`src/rtl/multdiv_wb_tracker_pkg.sv`:
```
// Shared processor constants for the mult/div writeback tracker.
// Holds the exception status register index, the exception codes written
// to it, the tracker state encoding and the held-result record layout.
package multdiv_wb_tracker_pkg;

  // Exceptions are reported by writing a code into the status register
  // instead of the instruction's destination.
  localparam logic [4:0]  RSTATUS_REG = 5'd30;
  localparam logic [31:0] EXC_MUL     = 32'd4;  // multiply overflow
  localparam logic [31:0] EXC_DIV     = 32'd5;  // divide by zero

  localparam int CNT_W = 6;  // watchdog counter width

  typedef enum logic [1:0] {
    ST_IDLE = 2'd0,
    ST_BUSY = 2'd1,
    ST_DONE = 2'd2
  } state_e;

  // Held writeback record: destination, result, exception flag (38 bits)
  typedef struct packed {
    logic [4:0]  rd;
    logic [31:0] data;
    logic        exc;
  } hold_t;

  localparam int HOLD_W = $bits(hold_t);

endpackage

```
`src/rtl/multdiv_wb_tracker_wb_hold_reg.sv`:
```
// wb_hold_reg: enabled register holding the pending writeback record
// {rd, data, exception}.
//   clock  : rising-edge clock
//   reset  : synchronous active-low reset, clears the record
//   i_en   : load i_d this cycle
//   i_d    : record to load
//   o_q    : held record
module wb_hold_reg
  import multdiv_wb_tracker_pkg::*;
#(
  parameter int W = HOLD_W
) (
  input  logic         clock,
  input  logic         reset,
  input  logic         i_en,
  input  logic [W-1:0] i_d,
  output logic [W-1:0] o_q
);

  logic [W-1:0] r_q;

  always_ff @(posedge clock) begin
    if (!reset)    r_q <= '0;
    else if (i_en) r_q <= i_d;
  end

  assign o_q = r_q;

endmodule

```
`src/rtl/multdiv_wb_tracker.sv`:
```
// multdiv_wb_tracker: tracks one outstanding mult/div, stalls decode on
// issue and on register hazards against its destination, and writes the
// result (or an exception code into the status register) back through the
// regfile write port whenever the main pipeline leaves it free.
//   clock, reset           : clock, synchronous active-low reset
//   issue_mul/div, issue_rd: start pulse and destination from decode
//   multdiv_result/exception/RDY : completion from the mult/div unit
//   src_rs/rt, dst_rd(+_use): decode register fields for hazard checks
//   pipe_wb_en/rd          : main pipeline regfile write (has priority)
//   wb_en/rd/data          : tracker regfile write request
//   stall                  : freeze fetch/decode
//   busy                   : operation outstanding (not IDLE)
//   timeout                : sticky watchdog error
module multdiv_wb_tracker
  import multdiv_wb_tracker_pkg::*;
#(
  parameter int TIMEOUT_CYC = 63
) (
  input  logic        clock,
  input  logic        reset,
  input  logic        issue_mul,
  input  logic        issue_div,
  input  logic [4:0]  issue_rd,
  input  logic [31:0] multdiv_result,
  input  logic        multdiv_exception,
  input  logic        multdiv_RDY,
  input  logic [4:0]  src_rs,
  input  logic [4:0]  src_rt,
  input  logic [4:0]  dst_rd,
  input  logic        src_rs_use,
  input  logic        src_rt_use,
  input  logic        dst_rd_use,
  input  logic        pipe_wb_en,
  input  logic [4:0]  pipe_wb_rd,
  output logic        wb_en,
  output logic [4:0]  wb_rd,
  output logic [31:0] wb_data,
  output logic        stall,
  output logic        busy,
  output logic        timeout
);

  // Last BUSY count value before the watchdog fires: the count is 0 in the
  // first BUSY cycle, so this is the TIMEOUT_CYC-th BUSY cycle.
  localparam logic [CNT_W-1:0] CNT_LAST = CNT_W'(TIMEOUT_CYC - 1);

  state_e           r_state, w_state_nxt;
  logic             r_op_mul, w_op_mul_nxt;
  logic [CNT_W-1:0] r_cnt, w_cnt_nxt;
  logic             r_timeout, w_timeout_nxt;
  logic             w_hold_en;
  hold_t            w_hold_d, w_hold_q;
  logic             w_issue;
  logic             w_rd_match;
  logic             w_done;

  wb_hold_reg #(.W(HOLD_W)) u_hold (
    .clock (clock),
    .reset (reset),
    .i_en  (w_hold_en),
    .i_d   (w_hold_d),
    .o_q   (w_hold_q)
  );

  always_ff @(posedge clock) begin
    if (!reset) begin
      r_state   <= ST_IDLE;
      r_op_mul  <= 1'b0;
      r_cnt     <= '0;
      r_timeout <= 1'b0;
    end else begin
      r_state   <= w_state_nxt;
      r_op_mul  <= w_op_mul_nxt;
      r_cnt     <= w_cnt_nxt;
      r_timeout <= w_timeout_nxt;
    end
  end

  assign w_issue = issue_mul | issue_div;

  always_comb begin
    w_state_nxt   = r_state;
    w_op_mul_nxt  = r_op_mul;
    w_cnt_nxt     = r_cnt;
    w_timeout_nxt = r_timeout;
    w_hold_en     = 1'b0;
    w_hold_d      = w_hold_q;
    unique case (r_state)
      ST_IDLE: begin
        // RDY is deliberately ignored here: a stale completion must not
        // produce a write.
        if (w_issue) begin
          w_state_nxt   = ST_BUSY;
          w_op_mul_nxt  = issue_mul;  // mul wins if both pulse
          w_cnt_nxt     = '0;
          w_hold_en     = 1'b1;
          w_hold_d.rd   = issue_rd;
          w_hold_d.data = '0;
          w_hold_d.exc  = 1'b0;
        end
      end
      ST_BUSY: begin
        w_cnt_nxt = r_cnt + 1'b1;
        if (multdiv_RDY) begin
          w_hold_en     = 1'b1;
          w_hold_d.data = multdiv_result;
          w_hold_d.exc  = multdiv_exception;
          // A clean result for r0 has nothing to write back.
          if (w_hold_q.rd == '0 && !multdiv_exception) w_state_nxt = ST_IDLE;
          else                                         w_state_nxt = ST_DONE;
        end else if (r_cnt == CNT_LAST) begin
          w_state_nxt   = ST_IDLE;
          w_timeout_nxt = 1'b1;
        end
      end
      ST_DONE: begin
        // The pipeline owns the write port when it wants it; wait it out.
        if (!pipe_wb_en) w_state_nxt = ST_IDLE;
      end
      default: w_state_nxt = ST_IDLE;
    endcase
  end

  assign w_done = (r_state == ST_DONE);
  assign busy   = (r_state != ST_IDLE);

  // Hazards against r0 never matter, so rd_q==0 disables the compares.
  assign w_rd_match = (w_hold_q.rd != '0) &&
                      ((src_rs_use && src_rs == w_hold_q.rd) ||
                       (src_rt_use && src_rt == w_hold_q.rd) ||
                       (dst_rd_use && dst_rd == w_hold_q.rd));

  assign stall   = busy && (w_issue || w_rd_match);
  assign wb_en   = w_done && !pipe_wb_en;
  assign wb_rd   = !w_done      ? '0 :
                   w_hold_q.exc ? RSTATUS_REG : w_hold_q.rd;
  assign wb_data = !w_done      ? '0 :
                   w_hold_q.exc ? (r_op_mul ? EXC_MUL : EXC_DIV) : w_hold_q.data;
  assign timeout = r_timeout;

  // pipe_wb_rd is informational only; the port arbitration needs just the enable.
  logic w_unused;
  assign w_unused = ^pipe_wb_rd;

endmodule

```
`config.mk`:
```
export PLATFORM = sky130hd
export DESIGN_NAME = multdiv_wb_tracker
export DESIGN_NICKNAME = d
export VERILOG_FILES = /design/src/rtl/multdiv_wb_tracker_pkg.sv /design/src/rtl/multdiv_wb_tracker_wb_hold_reg.sv /design/src/rtl/multdiv_wb_tracker.sv
export SDC_FILE = /design/constraint.sdc
export NUM_CORES = 1
export LEC_CHECK = 0
export CAP_MARGIN = 20
export CELL_PAD_IN_SITES_DETAIL_PLACEMENT = 0
export CELL_PAD_IN_SITES_GLOBAL_PLACEMENT = 1
export CORE_ASPECT_RATIO = 1.75
export CORE_MARGIN = 5
export CORE_UTILIZATION = 52
export CTS_BUF_LIST = sky130_fd_sc_hd__clkbuf_4 sky130_fd_sc_hd__clkbuf_8
export DETAILED_ROUTE_END_ITERATION = 6
export DONT_BUFFER_PORTS = 1
export PLACE_DENSITY_LB_ADDON = 0.1
export REMOVE_ABC_BUFFERS = 1
export SETUP_SLACK_MARGIN = 0.2
export SYNTH_ARGS = -nofsm -noshare
export SYNTH_HDL_FRONTEND = slang
export SYNTH_HIERARCHICAL = 1
export SYNTH_SLANG_ARGS = --single-unit
```
`constraint.sdc`:
```
create_clock -name clock -period 4.15 [get_ports clock]
set_clock_uncertainty 0.2 [all_clocks]
set_input_delay 0.83 -clock clock [delete_from_list [all_inputs] [get_ports clock]]
set_output_delay 0.83 -clock clock [all_outputs]
set_load 0.01 [all_outputs]
```
# [Word level (Yosys, flattened, before mapping)]
# Index checks and enable logic that the tools add are counted.
[word_totals] in_bits=67 reg_bits=48 out_inout_bits=41 wordCells=61
[op_classes] n_eq_ne=10 n_reduce_logical=23 bitwise_logic=2 addsub=1 n_mux=19
[ops] cell="$mux W33" n=2
[ops] cell="$pmux W33 S2" n=1
[ops] cell="$mux W32" n=2
[ops] cell="$eq A5 B5 Y1" n=3
[ops] cell="$pmux W6 S2" n=1
[ops] cell="$mux W2" n=5
[ops] cell="$mux W5" n=2
[ops] cell="$reduce_and A3 Y1" n=3
[ops] cell="$logic_and A1 B1 Y1" n=7
[ops] cell="$add A6 B1 Y6 const B" n=1
[ops] cell="$eq A6 B6 Y1 const B" n=1
[ops] cell="$mux W6" n=1
[ops] cell="$ne A2 B2 Y1 const B" n=3
[ops] cell="$pmux W2 S3" n=1
[ops] cell="$logic_not A5 Y1" n=1
[ops] cell="$reduce_bool A5 Y1" n=1
[ops] cell="$reduce_and A2 Y1" n=2
[ops] cell="$reduce_and A4 Y1" n=1
[ops] cell="$reduce_bool A2 Y1" n=2
[ops] cell="$logic_or A1 B1 Y1" n=3
[ops] cell="$mux W1" n=3
[ops] cell="$ne A3 B3 Y1 const B" n=1
[ops] cell="$eq A2 B1 Y1 const B" n=1
[ops] cell="$eq A2 B2 Y1 const B" n=1
[ops] cell="other kinds (5)" n=6

# [Logic depth before layout (Yosys ltp)]
[depth] depth_word=7 ltp_mapped=10 depth_no_buf=7

# [By module]
# Netlist, hierarchy kept.
[by_module_without_submodules] module="wb_hold_reg" n_inst=1 area_each_um2=1455.1 seq_area_each_um2=760.7 cells_each=122
[by_module_without_submodules] module="multdiv_wb_tracker" n_inst=1 area_each_um2=1427.6 seq_area_each_um2=200.2 cells_each=191

# [Least setup slack after synthesis]
# OpenSTA, ideal clock, no wires.
[synth_timing] path_type="input port to output port" start="in src_rs[3]" end="out stall" path_buffers=0 t_arrival_ns=1.608 path_slack_ns=1.512 stages=5 t_required_ns=3.120 path_cell_list="xor2_1 nor4_1 nand3_1 nand4_1 o311a_1"
[synth_via] elab_chain_cells=7
[synth_rtl] element="start, declared" line="multdiv_wb_tracker.sv:27" source="input logic [4:0] src_rs,"
[synth_rtl] element="$eq A5 B5 Y1" line="multdiv_wb_tracker.sv:129" source="((src_rs_use && src_rs == w_hold_q.rd) ||"
[synth_rtl] element="$logic_and A1 B1 Y1" line="multdiv_wb_tracker.sv:129"
[synth_rtl] element="$logic_or A1 B1 Y1" line="multdiv_wb_tracker.sv:129"
[synth_rtl] element="$logic_or A1 B1 Y1" line="multdiv_wb_tracker.sv:130" source="(src_rt_use && src_rt == w_hold_q.rd) ||"
[synth_rtl] element="$logic_and A1 B1 Y1" line="multdiv_wb_tracker.sv:128" source="assign w_rd_match = (w_hold_q.rd != '0) &&"
[synth_rtl] element="$logic_or A1 B1 Y1" line="multdiv_wb_tracker.sv:133" source="assign stall = busy && (w_issue || w_rd_match);"
[synth_rtl] element="$logic_and A1 B1 Y1" line="multdiv_wb_tracker.sv:133"
[synth_rtl] element="end, declared" line="multdiv_wb_tracker.sv:38" source="output logic stall,"
# Every way passes these cells.

# [Worst setup path after layout]
[layout_timing] start="in dst_rd[2]" end="out stall"
[layout_via] elab_chain_cells=6
[layout_rtl] element="start, declared" line="multdiv_wb_tracker.sv:29" source="input logic [4:0] dst_rd,"
[layout_rtl] element="$eq A5 B5 Y1" line="multdiv_wb_tracker.sv:131" source="(dst_rd_use && dst_rd == w_hold_q.rd));"
[layout_rtl] element="$logic_and A1 B1 Y1" line="multdiv_wb_tracker.sv:131"
[layout_rtl] element="$logic_or A1 B1 Y1" line="multdiv_wb_tracker.sv:130"
[layout_rtl] element="$logic_and A1 B1 Y1" line="multdiv_wb_tracker.sv:128"
[layout_rtl] element="$logic_or A1 B1 Y1" line="multdiv_wb_tracker.sv:133"
[layout_rtl] element="$logic_and A1 B1 Y1" line="multdiv_wb_tracker.sv:133"
# Every way passes these cells.

==> flow_summary.yaml <==
global_route:
  grt_overflow: 0
  antenna_found_initial: 0
  grt_max_degree: 49
  gr-usage-all-layers: 0.184
  grt_pass1_vias: 2144
  grt_pass1_wl_um: 10200
timing:
  slew_violations: 0
  slew_headroom: 0.661
  fmax_mhz: 362
  fin_tns_setup_ns: 0
  tightest_slew_ns: 0.508
  setup_viol: 0
  rsz0062_at_grt: "no"
  fin_crit_sh: 0.666
  finalHoldViolations: 0
  period_minus_slack_ns: 2.76
pwr:
  vdd_ir_drop_max_uv: 275
  internal_power_uw: 766
  p_leak_uw: 0.00121
  fin_total_pwr_uw: 1050
  pwr-share-seq: 0.480
  power_switching_uw: 288
  power_density_mw_per_mm2: 359
  swShare: 0.273
  comb_power_share: 0.199
  clockPowerShare: 0.322
clocking:
  tritoncts: "done"
  cts_hold_buf: 0
  clockBufferDepth: 2
  cts-resized-gates: 0
  htreeDepth: 2
  root_buffer: "clkbuf_8"
  cts_setup_buffers: 0
  cts.sinks: 48
  cts_made_buffers: 5
  clkTransAtPathRegs_ns: 0.08
  clock_latency_ns: 0.30
yosys:
  yosysSeqAreaShare: 0.333
  synth_area_mm2: 0.00288
  synthCells: 313
  synth_edf_count: 0
  async_flop_share: 0
  yosysWarnings: 6
  ys_seq_elements: 48
  syn_area_per_cell_um2: 9.21
  yosys_most_used_dff: "dfxtp_1"
  synth.distinct_cells: 34
worst_setup_path:
  path_buf_inv: 0
  cp_max_fo: 1
  start_kind: "primary input"
  arrival_ns: 1.73
  max_stage_delay_ns: 0.29
  reg2reg_depth: 7
  critPathKind: "in2out"
  crit_chain: "xor2_1 > nor4_1 > nand3_1 > nand4_1 > o311a_1"
  reg2reg_from: "r_state[0]$_SDFFE_PN0P_"
  r2r_slack_ns: 1.80
  cp_data_required_time_ns: 3.12
  crit_path_end_kind: "output port"
  cpMaxStageDelayCell: "nor4_1"
  worstReg2RegEnd: "u_hold/o_q[36]$_SDFFE_PN0P_"
  crit_family: "simple AND/OR/NAND/NOR gates"
placed_design:
  gp_congestion: 0.681
  postPlaceCellArea_mm2: 0.00282
  io_buffers: 0
  dpl.hpwl_um: 4430
worst_hold_path:
  whs_path_depth: 1
  holdCritStartpoint: "r_cnt[4]$_SDFFE_PN0P_"
  min_to: "r_cnt[4]$_SDFFE_PN0P_"
  hold_class: "reg2reg"
finish:
  area_growth_pct: 1.74
  drive_gt1_frac: 0.0772
  fin_nets: 366
  postLayoutCellArea_mm2: 0.00293
  n_antenna_cell: 0
routing:
  wl_per_cell_um: 17.1
  firstDrtPassIters: 4
  drc_errors: 0
  drtIter0Drc: 107
  finalWirelength_um: 6400
  vias: 2068
  antenna_left: 0
  drt-vias-per-instance: 5.53
floorplanning:
  fp.dieArea_mm2: 0.00719
  coreArea_mm2: 0.00550
  start_util: 0.525
  die_w_um: 66.3
  die_h_um: 108
  fp-row-count: 36
  io_pins: 108
run:
  cap_viol_max_count: 0
status:
  status: "complete, no violations"
==> registers in the layout (all words and copies together), names as in the netlist <==
register    flops
u_hold/o_q     38
r_cnt           6
r_state         2
r_op_mul        1
timeout         1
==> power groups by stage <==
| stage | logic (µW) | clock network [µW] | registers (µW) |
|---|---|---|---|
| 6_report | 209 | 339 | 506 |
| 5_1_grt | 232 | 376 | 510 |
| 4_1_cts | 213 | 353 | 506 |
| 3_5_place_dp | 213 | 0 | 517 |
| 3_3_place_gp | 210 | 0 | 516 |
| 2_1_floorplan | 179 | 0 | 510 |
==> stage by stage <==
step | util | hold WS [ns] | worst slack (ns) | std cells
finish | 0.534 | 0.254 | 1.39 | 374
global route | 0.534 | 0.293 | 1.27 | 374
CTS | 0.534 | 0.255 | 1.36 | 374
detailed placement | 0.513 | 0.243 | 1.31 | 366
global placement | 0.513 | 0.242 | 1.32 | 366
floorplan | - | 0.222 | 0.586 | 286
==> worst max path at each step <==
stage | startpoint | end | slack [ns] | depth (start not counted)
finish | dst_rd[2] | stall | 1.39 | 5
global route | u_hold/o_q[33]$_SDFFE_PN0P_ | stall | 1.27 | 5
CTS | dst_rd[2] | stall | 1.36 | 5
detailed placement | issue_mul | u_hold/o_q[36]$_SDFFE_PN0P_ | 1.31 | 7
global placement | issue_mul | u_hold/o_q[16]$_SDFFE_PN0P_ | 1.32 | 7
floorplan | multdiv_RDY | u_hold/o_q[0]$_SDFFE_PN0P_ | 0.59 | 5
==> Yosys cell counts, types with 3 or more instances <==
library cell | count | area [µm²]
a21oi_1 | 7 | 35.0
a22o_1 | 33 | 289
and2_1 | 33 | 206
buf_2 | 6 | 30.0
buf_6 | 5 | 56.3
clkbuf_1 | 12 | 45.0
dfxtp_1 | 48 | 961
inv_1 | 4 | 15.0
mux2_2 | 5 | 56.3
mux2i_1 | 39 | 390
nand2_1 | 4 | 15.0
nand3_1 | 6 | 30.0
nor2_1 | 22 | 82.6
nor2b_1 | 40 | 250
nor3_1 | 3 | 15.0
nor4_1 | 4 | 25.0
o21ai_0 | 5 | 25.0
xnor2_1 | 3 | 26.3
xor2_1 | 13 | 114
==> layout by cell type (no fill, tap or decap) <==
cell and count:
a21oi_1 7, clkbuf_8 5, clkinv_2 1, buf_4 4, nand3_1 6, nor2_1 22, mux2i_1 39, a22o_1 33
nor2_8 2, nand4_1 1, a21boi_1 1, nor2b_1 40, or4_1 1, inv_1 3, o311a_1 1, nor3_1 3
inv_2 2, dfxtp_1 48, xnor2_1 3, o21ai_0 5, nor2b_2 1, nor4_1 4, nand2_1 4, ha_1 2
xor2_1 13, o211a_1 1, bufinv_16 1, clkbuf_4 1, nor3b_1 1, o21a_1 2, nand2b_1 2, mux2_2 5
and2_1 33, or2_2 1
==> per-layer routing <==
layer / routed length (µm) / up-vias / global-route usage / part of all wire
met1: 2550 / 958 / 0.195 / 0.40
li1: - / 1034 / - / -
met2: 3260 / 70 / 0.333 / 0.51
met5: 0 / - / 0 / 0
met4: 78 / 0 / 0.0567 / 0.012
met3: 510 / 6 / 0.0655 / 0.080
==> final cells by class <==
class                      instances  area [µm²]
fill                             546        2560
multi-input combinational        233        1720
sequential                        48         961
tap                               76        95.1
clock buffer                       6        76.3
clock inverter                     2        35.0
timing repair buffer               4        30.0
inverter                           5        18.8
==> cells by family (layout without fill, tap and decap cells) <==
| kind of cell | count (synthesis) | count (layout) | share of synthesized area |
|---|---|---|---|
| AO/OA/AOI/OAI | 50 | 50 | 0.136 |
| buffers and inverters | 32 | 17 | 0.0712 |
| AND/OR/NAND/NOR | 121 | 121 | 0.247 |
| flip-flops | 48 | 48 | 0.333 |
| multiplexers | 44 | 44 | 0.155 |
| adder cells (fa/ha/maj) | 2 | 2 | 0.00868 |
| XOR/XNOR | 16 | 16 | 0.0486 |
Power figures use the tool's default switching activity.
